### src/rtl/bp_mem_cmd_mux.sv
// N-channel memory command multiplexer: round-robin command arbitration, an in-order
// tracker of issuing channels, and steering of each memory response back to its issuer.
module bp_mem_cmd_mux #(
  parameter int num_ch_p          = 2,
  parameter int cmd_width_p       = 128,
  parameter int resp_width_p      = 128,
  parameter int max_outstanding_p = 4
) (
  input  logic                                  clk_i,
  input  logic                                  reset_n_i,
  input  logic [num_ch_p*cmd_width_p-1:0]       cmd_i,
  input  logic [num_ch_p-1:0]                   cmd_v_i,
  output logic [num_ch_p-1:0]                   cmd_ready_o,
  output logic [num_ch_p*resp_width_p-1:0]      resp_o,
  output logic [num_ch_p-1:0]                   resp_v_o,
  input  logic [num_ch_p-1:0]                   resp_yumi_i,
  output logic [cmd_width_p-1:0]                mem_cmd_o,
  output logic                                  mem_cmd_v_o,
  input  logic                                  mem_cmd_ready_i,
  input  logic [resp_width_p-1:0]               mem_resp_i,
  input  logic                                  mem_resp_v_i,
  output logic                                  mem_resp_yumi_o,
  output logic [$clog2(max_outstanding_p+1)-1:0] outstanding_o,
  output logic                                  error_o
);

  localparam int ch_w_lp  = (num_ch_p > 1) ? $clog2(num_ch_p) : 1;
  localparam int ptr_w_lp = (max_outstanding_p > 1) ? $clog2(max_outstanding_p) : 1;
  localparam int cnt_w_lp = $clog2(max_outstanding_p + 1);

  logic [ch_w_lp-1:0]     rr_ptr_reg;
  logic [ch_w_lp-1:0]     grant;
  logic                   any_v;
  logic [cmd_width_p-1:0] cmd_arr [num_ch_p];
  logic [ch_w_lp-1:0]     tracker_mem [max_outstanding_p];
  logic [ptr_w_lp-1:0]    wr_ptr_reg;
  logic [ptr_w_lp-1:0]    rd_ptr_reg;
  logic [cnt_w_lp-1:0]    count_reg;
  logic                   error_reg;
  logic                   full;
  logic                   empty;
  logic                   issue;
  logic                   push;
  logic                   pop;
  logic [ch_w_lp-1:0]     head;

  function automatic logic [ptr_w_lp-1:0] ptr_inc(input logic [ptr_w_lp-1:0] p);
    return (p == ptr_w_lp'(max_outstanding_p - 1)) ? '0 : p + ptr_w_lp'(1);
  endfunction

  // Scan from the farthest offset back to rr_ptr so the nearest requester wins.
  always_comb begin
    int idx_i;
    idx_i = 0;
    grant = rr_ptr_reg;
    any_v = 1'b0;
    for (int off = num_ch_p - 1; off >= 0; off--) begin
      idx_i = (int'(rr_ptr_reg) + off) % num_ch_p;
      if (cmd_v_i[ch_w_lp'(idx_i)]) begin
        grant = ch_w_lp'(idx_i);
        any_v = 1'b1;
      end
    end
  end

  assign full  = (count_reg == cnt_w_lp'(max_outstanding_p));
  assign empty = (count_reg == '0);
  assign head  = tracker_mem[rd_ptr_reg];

  // Full is judged on the registered count only, so a same-cycle pop never frees a slot.
  assign issue = reset_n_i & any_v & ~full;
  assign push  = issue & mem_cmd_ready_i;
  assign pop   = reset_n_i & ~empty & mem_resp_v_i & resp_yumi_i[head];

  assign mem_cmd_v_o     = issue;
  assign mem_cmd_o       = cmd_arr[grant];
  assign mem_resp_yumi_o = pop;
  assign outstanding_o   = count_reg;
  assign error_o         = error_reg;

  generate
    for (genvar gi = 0; gi < num_ch_p; gi++) begin : g_ch
      assign cmd_arr[gi] = cmd_i[gi*cmd_width_p +: cmd_width_p];
      assign cmd_ready_o[gi] = push & (grant == ch_w_lp'(gi));
      assign resp_o[gi*resp_width_p +: resp_width_p] = mem_resp_i;
      assign resp_v_o[gi] = reset_n_i & mem_resp_v_i & ~empty & (head == ch_w_lp'(gi));
    end
  endgenerate

  // Tracker storage carries no reset; validity is defined by the pointers and count.
  always_ff @(posedge clk_i) begin
    if (push) begin
      tracker_mem[wr_ptr_reg] <= grant;
    end
  end

  always_ff @(posedge clk_i or negedge reset_n_i) begin
    if (!reset_n_i) begin
      rr_ptr_reg <= '0;
      wr_ptr_reg <= '0;
      rd_ptr_reg <= '0;
      count_reg  <= '0;
      error_reg  <= 1'b0;
    end else begin
      if (push) begin
        rr_ptr_reg <= (grant == ch_w_lp'(num_ch_p - 1)) ? '0 : grant + ch_w_lp'(1);
        wr_ptr_reg <= ptr_inc(wr_ptr_reg);
      end
      if (pop) begin
        rd_ptr_reg <= ptr_inc(rd_ptr_reg);
      end
      case ({push, pop})
        2'b10:   count_reg <= count_reg + cnt_w_lp'(1);
        2'b01:   count_reg <= count_reg - cnt_w_lp'(1);
        default: count_reg <= count_reg;
      endcase
      if (mem_resp_v_i && empty) begin
        error_reg <= 1'b1;
      end
    end
  end

endmodule

### config.mk
export PLATFORM = sky130hd
export DESIGN_NAME = bp_mem_cmd_mux
export DESIGN_NICKNAME = d
export VERILOG_FILES = /design/src/rtl/bp_mem_cmd_mux.sv
export SDC_FILE = /design/constraint.sdc
export NUM_CORES = 1
export LEC_CHECK = 0
export ABC_AREA = 1
export CAP_MARGIN = 20
export CORE_AREA = 2 2 310 312
export DETAILED_ROUTE_END_ITERATION = 7
export DIE_AREA = 0 0 312 314
export DONT_BUFFER_PORTS = 1
export PLACE_DENSITY = 0.3
export RECOVER_POWER = 100
export SLEW_MARGIN = 20
export SYNTH_ARGS = -nofsm -noshare
export SYNTH_HDL_FRONTEND = slang
export SYNTH_SLANG_ARGS = --single-unit
### constraint.sdc
create_clock -name clk_i -period 2.38 [get_ports clk_i]
set_clock_uncertainty 0.15 [all_clocks]
set_input_delay 0.476 -clock clk_i [delete_from_list [all_inputs] [get_ports clk_i]]
set_output_delay 0.476 -clock clk_i [all_outputs]
set_load 0.02 [all_outputs]
==> results of run 1 <==
where the power goes:
part | internal [mW] | switching [mW] | total [mW] | leakage, nW
Clock | 0.226 | 0.0934 | 0.319 | 0.0382
Sequential | 0.326 | 0.0832 | 0.409 | 0.139
Combinational | 0.928 | 3.35 | 4.28 | 1.56
routing by layer:
metal	share of wire	vias up	routed length, µm
met5	0.00032	-	7
met4	0.047	2	1050
met3	0.25	60	5600
met2	0.43	549	9470
met1	0.27	1402	6050
li1	-	1517	-
repair_timing:
item,CTS,global route
endpoints found under the hold margin,9,0
hold buffers,1,0
setup endpoints to repair,0,3
resized for setup,0,4
cell families after synthesis:
kind of cell               count (synthesis)  share of synthesized area
adders and majority gates                  7                     0.0220
buffers and inverters                    301                      0.492
DFF                                       13                     0.0798
and+or+nand+nor                          425                      0.386
AOI/OAI and AO/OA                          8                     0.0145
xor gates and xnor gates                   3                    0.00607
layout make-up:
class	instances	area, µm²
inverters	16	62.6
flip-flops and latches	13	349
clock buffers	4	78.8
fillers	11300	90200
multi-input cells	443	1830
repair buffers	36	319
diodes	4	10.0
well taps	1265	1580
worst max-delay path, cell delays in order (launching register included):
cell and delay (ps):
dfrtp_4 500, inv_4 80, buf_12 180, buf_12 220, nand2_1 120, nand2_1 200
how the worst max path moves through the flow:
| stage | cells after the start | endpoint | startpoint |
|---|---|---|---|
| 2_1_floorplan | 10 | outstanding_o[2] | outstanding_o[2] |
| 3_3_place_gp | 10 | outstanding_o[2] | mem_resp_v_i |
| 3_5_place_dp | 10 | outstanding_o[2] | mem_resp_v_i |
| 4_1_cts | 5 | mem_cmd_o[51] | rr_ptr_reg |
| 5_1_grt | 5 | mem_cmd_o[91] | rr_ptr_reg |
| 6_report | 5 | mem_cmd_o[77] | rr_ptr_reg |
through the flow:
step	util	instance area (µm²)	total power, mW
5_1_grt	0.0448	4230	5.52
4_1_cts	0.0475	4490	5.65
2_1_floorplan	-	4330	4.08
3_3_place_gp	0.0466	4400	5.34
3_5_place_dp	0.0466	4400	5.32
6_report	0.0448	4230	5.01
cell usage after synthesis, drive strengths merged:
master,instances
a21oi,5
a31o,1
and3,1
buf,282
clkbuf,3
dfrtp,9
edfxtp,4
fa,1
ha,6
inv,16
nand2,402
nand3,10
nand4,1
nor2,11
o21ai,2
xnor2,1
xor2,2
==> impl_metrics.toml, run 1 <==
[run_status]
run_status = "complete, no violations"

[global_routing]
busiest_layer = "met2"
grt-ovfl-total = 0
grt_pass1_wl_mm = 26.8
grt_util_met2 = 0.0637
antenna_violations_before_repair = 5
grt_max_degree = 47
groute.layer.met3.usage = 0.0398
grt_use_met1 = 0.0339
grt_pass1_vias = 3210
track_usage = 0.0408

[placed_design]
total_half_perimeter_wirelength_after_legalization_and_detailed_placement_mm = 19.7
post-place-cells = 1772
buffer_ports.inserted = 0
pre_cts_slack_ps = 68.4
gp_congestion = 0.932

[sta]
final.period_utilization = 0.962
setup_viol = 0
setup_repair_after_global_routing_missed_its_margin = "false"
setup_tns_ps = 0
final-hold-violation-count = 0
clock.fmax_mhz = 437
final-max-slew-violation-count = 0
relSlewSlack = 0.646
timing.final.crit_period_ps = 2290
postLayoutSetupSlackWorst_ps = 91.1
final.hold.worst_slack_ps = 251
worst-slew-pin-transition_ps = 529

[hold_path]
min_to = "error_o"
hold_depth = 1
hold_path.class = "input pin to flop"
hold_path_startpoint = "mem_resp_v_i"

[critical_path]
timing.reg2reg.setup_slack_ps = 220
crit_path_start_kind = "flop"
setup.worst_path.class = "flop to primary output"
timing.critical_path.arrival_ps = 1660
timing.critical_path.to_type = "primary output"
timing.rr.start = "outstanding_o[0]"
regToRegEndpoint = "outstanding_o[2]"
critPathRequiredTime_ps = 1750
worst-path-max-fanout = 42
worst_r2r_path_depth = 10

[clock_tree]
h-tree-depth = 1
clock_root_buffer = "clkbuf_16"
cts_num_sinks = 13
cts.clk_slew.worst_paths_ps = 50
cts-buffers-inserted = 3
cts_buffer_depth = 2
clk_latency_worst_skew_pair_ps = 240
tritoncts = "built"
post_cts_buffers = 0

[power_and_ir_drop]
ir_drop_v = 0.000636
powerDensity_mw_per_mm2 = 1180
power_leakage_nw = 1.74

[final_layout]
instances_no_fill = 1781
largest_register_by_flop_count = "tracker_mem"
layout_common_cells = "nand2_1, inv_1, clkbuf_2"
largest_register_ffs = 4
layout-drive-gt1-share = 0.104
nets = 912
layout.cells.most_common = "nand2_1"
syn_to_final_growth_pct = -2.31

[synthesis]
syn-instance-count = 757
synth_top_area_share = 0.444
synth.net_count = 1156
post_synth_main_area_contributors = "buf_4, nand2_1, dfrtp_1"
synthesis.yosys.warnings = 0
yosysTopAreaCell = "buf_4"
synth_sequential_area_ratio = 0.0798
yosys_register_bits = 13
synth.avg_cell_area_um2 = 5.72
mappedNetlistArea_mm2 = 0.00433
synth.distinct_cells = 26

[floorplanning]
design.portCount = 786
floorplan.die.height_um = 314
core_region_area_mm2 = 0.0944
fp.dieArea_mm2 = 0.0980
rows = 113
start_util = 0.0458
dieWidth_um = 312

[routing]
postRouteAntennaNets = 0
wl_per_cell_um = 12.5
via_count_of_the_routed_design = 3530
wl_mm = 22.2
initialDrtViolationCount = 113
route.detailed.vias_per_inst = 1.98
initial_drt_pass_iterations = 4
dr_drc_count = 0

[run]
maxCapViolCount = 0
No activity file was read; power rests on OpenSTA's default activity.
==> inputs of run 2 (changes only) <==
--- a/config.mk
+++ b/config.mk
@@ -8,6 +8,7 @@
 export ABC_AREA = 1
 export CAP_MARGIN = 20
 export CORE_AREA = 2 2 310 312
+export CTS_CLUSTER_SIZE = 16
 export DETAILED_ROUTE_END_ITERATION = 7
 export DIE_AREA = 0 0 312 314
 export DONT_BUFFER_PORTS = 1
==> results of run 2 <==
No change in the layout: final DEF, timing and power equal those of run 1.
==> inputs of run 3 (changes only) <==
--- a/config.mk
+++ b/config.mk
@@ -7,10 +7,10 @@
 export LEC_CHECK = 0
 export ABC_AREA = 1
 export CAP_MARGIN = 20
-export CORE_AREA = 2 2 310 312
+export CORE_AREA = 2 2 305 307
 export CTS_CLUSTER_SIZE = 16
 export DETAILED_ROUTE_END_ITERATION = 7
-export DIE_AREA = 0 0 312 314
+export DIE_AREA = 0 0 307 309
 export DONT_BUFFER_PORTS = 1
 export PLACE_DENSITY = 0.3
 export RECOVER_POWER = 100
==> run 3 against run 2 <==
Combinational power shrank 5%. Sequential cell count is the same. Clock-buffer cell count is the same. Sequential share of layout area grew 0.38 points. Core utilization is essentially flat. Total power shrank 3.6%. Critical endpoint is now mem_cmd_o[62].
==> impl_metrics.toml, run 3 (synthesis gave the netlist of run 1 again) <==
[run_status]
run_status = "complete, no violations"

[sta]
final-max-slew-violation-count = 0
setup_tns_ps = 0
timing.final.crit_period_ps = 2280
setup_viol = 0
clock.fmax_mhz = 438
postLayoutSetupSlackWorst_ps = 96.6
final-hold-violation-count = 0
relSlewSlack = 0.642
setup_repair_after_global_routing_missed_its_margin = "false"
final.period_utilization = 0.959
worst-slew-pin-transition_ps = 536

[routing]
postRouteAntennaNets = 0
wl_mm = 21.6
dr_drc_count = 0
initial_drt_pass_iterations = 4
route.detailed.vias_per_inst = 2.07
wl_per_cell_um = 12.8
via_count_of_the_routed_design = 3491
initialDrtViolationCount = 114

[critical_path]
timing.critical_path.arrival_ps = 1660
critical_path.top_delay_family = "flip-flops"
critPathRequiredTime_ps = 1750
cp_slowest_stage_delay_ps = 530
timing.critical_path.to_type = "primary output"
slowest_stage = "dfrtp_4"
worst-path-max-fanout = 69
setup.worst_path.class = "flop to primary output"
cell_occurring_most_often_along_the_worst_timing_path = "nand2_1"
crit_chain = "inv_4 -> buf_12 -> nand2_1 -> nand2_1 -> buf_4"
timing.reg2reg.setup_slack_ps = 180
crit_path_start_kind = "flop"
path_buf_inv = 3

[global_routing]
track_usage = 0.0403
grt-ovfl-total = 0
grt_pass1_wl_mm = 26.1
grt_pass1_vias = 3276
antenna_violations_before_repair = 3
grt_max_degree = 75

[power_and_ir_drop]
power_leakage_nw = 1.69
post-layout-total-power_mw = 4.83
ir_drop_v = 0.000308
powerDensity_mw_per_mm2 = 1190

[clock_tree]
cts.clk_slew.worst_paths_ps = 50
post_cts_buffers = 0
tritoncts = "built"
clock_root_buffer = "clkbuf_16"
clk_latency_worst_skew_pair_ps = 240
cts_num_sinks = 13
cts-buffers-inserted = 3
cts_buffer_depth = 2
h-tree-depth = 1

[placed_design]
total_half_perimeter_wirelength_after_legalization_and_detailed_placement_mm = 18.6
pre_cts_slack_ps = 111
buffer_ports.inserted = 0
gp_congestion = 0.901

[floorplanning]
rows = 111
floorplan.die.height_um = 309
core_region_area_mm2 = 0.0914
start_util = 0.0474
fp.dieArea_mm2 = 0.0949
dieWidth_um = 307
design.portCount = 786

[final_layout]
syn_to_final_growth_pct = -6.33
layout-drive-gt1-share = 0.0857
largest_register_ffs = 4
layout.cells.most_common = "nand2_1"
fillers = 10900
largest_register_by_flop_count = "tracker_mem"
nets = 902
layout_common_cells = "nand2_1, inv_1, nor2_1, clkbuf_2, dfrtp_1"

[hold_path]
hold_path.class = "input pin to flop"

[run]
maxCapViolCount = 0
[run 3: changes by cell type in the layout (fill, tap and decap cells not counted), moves of 2 or more]
cell / delta
buf_6: -6
buf_4: +2
diode_2: -2
clkbuf_4: -3
clkbuf_2: -3
[run 3: final cells by class]
cell class                 instances  area [µm²]  area share
sequential                        13         350      0.0864
clock buffer                       4        78.8      0.0194
multi-input combinational        443        1850       0.457
tap                             1186        1480       0.366
timing repair buffer              26         220      0.0543
antenna                            2        5.00     0.00123
inverter                          16        62.6      0.0154
[run 3: metrics by stage]
| stage | area [µm²] | utilization | std cells | hold WS, ps |
|---|---|---|---|---|
| after floorplan | 4330 | - | 757 | 30.4 |
| after global placement | 4060 | 0.0445 | 1683 | 31.0 |
| after detailed placement | 4060 | 0.0445 | 1683 | 31.0 |
| after CTS | 4150 | 0.0454 | 1688 | 249 |
| after global routing | 4060 | 0.0444 | 1690 | 251 |
| final | 4060 | 0.0444 | 1690 | 251 |
[run 3: per-layer routing]
layer  wire length, µm  global-route usage  vias up  share of wire
met4               836              0.0168        2          0.039
met2             10000              0.0687      567           0.46
li1                  -                   -     1495              -
met3              4570              0.0369       51           0.21
met1              6140              0.0317     1376           0.28
met5                13             0.00152        -        0.00060
[run 3: worst paths after layout]
kind,start,end,depth (start not counted)
setup reg to reg,outstanding_o[2],outstanding_o[2],9
hold / removal,mem_resp_v_i,error_o,1
hold reg to reg,outstanding_o[2],outstanding_o[2],2
max in group asynchronous,reset_n_i,rr_ptr_reg,1
min in group asynchronous,reset_n_i,outstanding_o[2],1
setup / recovery,rr_ptr_reg,mem_cmd_o[62],5
[run 3: timing repair]
action | CTS | global route
endpoints found under the hold margin | 9 | 0
resized for setup | 0 | 2
endpoints found under the setup margin | 0 | 1
hold buffers | 1 | 0
[run 3: worst register-to-register path, delay by kind of cell, from the launching register on]
kind | cells | cell delay (ps)
fa+ha+maj | 2 | 520
buf+inv | 2 | 370
flops | 1 | 360
simple gates | 2 | 280
compound gates | 2 | 250
xor+xnor | 1 | 150
[run 3: report_power, final]
part | switching, mW | internal (mW) | total, mW
sequential | 0.104 | 0.328 | 0.431
combinational | 3.26 | 0.815 | 4.08
clock | 0.0953 | 0.226 | 0.322
total | 3.46 | 1.37 | 4.83
==> edit, RTL diff (settings of run 3) <==
Reset style: synchronous (`reset_n_i`), changed in one clocked block.
--- a/src/rtl/bp_mem_cmd_mux.sv
+++ b/src/rtl/bp_mem_cmd_mux.sv
@@ -95,5 +95,5 @@
   end
 
-  always_ff @(posedge clk_i or negedge reset_n_i) begin
+  always_ff @(posedge clk_i) begin
     if (!reset_n_i) begin
       rr_ptr_reg <= '0;
Formal check against the unedited RTL: differs if reset_n_i is asserted again (counterexample within 4 cycles, from zero or initial values and one cycle with reset_n_i low); with reset_n_i held inactive, the same outputs for 4 cycles.
==> edit against run 3 <==
Final area decreased by 2.7%; setup slack lost 0.0023 ns; sequential cell count increased by 2; die area unchanged; routed wire length is 1.6% lower; synthesized area is 0.32% lower; core utilization down 0.12 points; global-route usage decreased by 0.061 points; highest routed layer unchanged.
Power is left out: it rests on default switching activity, and per cell area and clock period it moved more than threefold.
==> edit: results (changes against run 3) <==
[outcome]
status=finished, final reports clean  ; unchanged

[detailed_routing]
dr_wl_met2_um=9730  ; was 10000 µm
route.vias.total=3477  ; was 3491
route.met3.wl_um=4910  ; was 4570 µm
wl_per_cell_um=12.6  ; was 12.8 µm
drt-met1-wl_um=5990  ; was 6140 µm

[min_path]
hold_depth=2  ; was 1
hold_start=reset_n_i  ; was mem_resp_v_i

[grt]
met3_usage_pct=3.84  ; was 3.69%
grt_pass1_wl_um=25600  ; was 26100 µm
grt_max_degree=93  ; was 75
first_global_vias=3075  ; was 3276
antenna_found_initial=1  ; was 3
track_usage_pct=3.97  ; was 4.03%

[cells_and_area]
clockBufferCount=3  ; was 4
seq_share_pct=8.72  ; was 8.64%
inv_count=18  ; was 16
layout.nonclk_buf_share_pct=3.08  ; was 5.43%
fill_cells=10900  ; about the same
clockNetworkAreaShare_pct=2.09  ; was 1.94%
nMultiInputCombCells=449  ; was 443

[setup_path]
crit_start=rr_ptr_reg  ; unchanged
critical_path.endpoint=mem_cmd_o[70]  ; was mem_cmd_o[62]
rr_worst_depth=13  ; was 9
path_max_fanout=92  ; was 69

[sta]
tightest_slew_ns=0.538  ; was 0.536 ns

[yosys]
ys_top_cells_by_count=397 x nand2_1, 257 x buf_4, 24 x buf_2  ; was 397 x nand2_1, 256 x buf_4, 25 x buf_2
post_synth_num_cell_types=21  ; was 26
synthFlopType=dfxtp_1  ; was dfrtp_1
syn_nets=1167  ; was 1156
yosys-top-cells-area=buf_4 45%, nand2_1 35%, dfxtp_1 5.1%  ; was buf_4 44%, nand2_1 34%, dfrtp_1 5.2%

[placement]
hpwlAfterDp_um=18500  ; was 18600 µm

==> edit: stage by stage <==
step	hold WS [ns]	std cells	setup WS (ns)	instance area, µm²
finish	0.205	1690	0.0943	3940
global route	0.204	1688	0.0266	3940
CTS	0.204	1688	0.211	3980
detailed placement	0.364	1684	0.110	3890
global placement	0.375	1684	0.0484	3890
floorplan	0.338	768	0.123	4320
==> edit: critical path, stage by stage (launching register included) <==
cell and delay (ns):
dfxtp_4 0.38, inv_4 0.07, buf_12 0.21, nand2_1 0.10, nand2_1 0.09, clkbuf_2 0.33
==> edit: cells by family after synthesis <==
| logic type | after synthesis | share of synthesized area (%) |
|---|---|---|
| simple gates | 425 | 38.2 |
| buf+inv | 304 | 49.5 |
| compound gates | 17 | 2.23 |
| flops | 15 | 7.89 |
| fa+ha+maj | 7 | 2.20 |
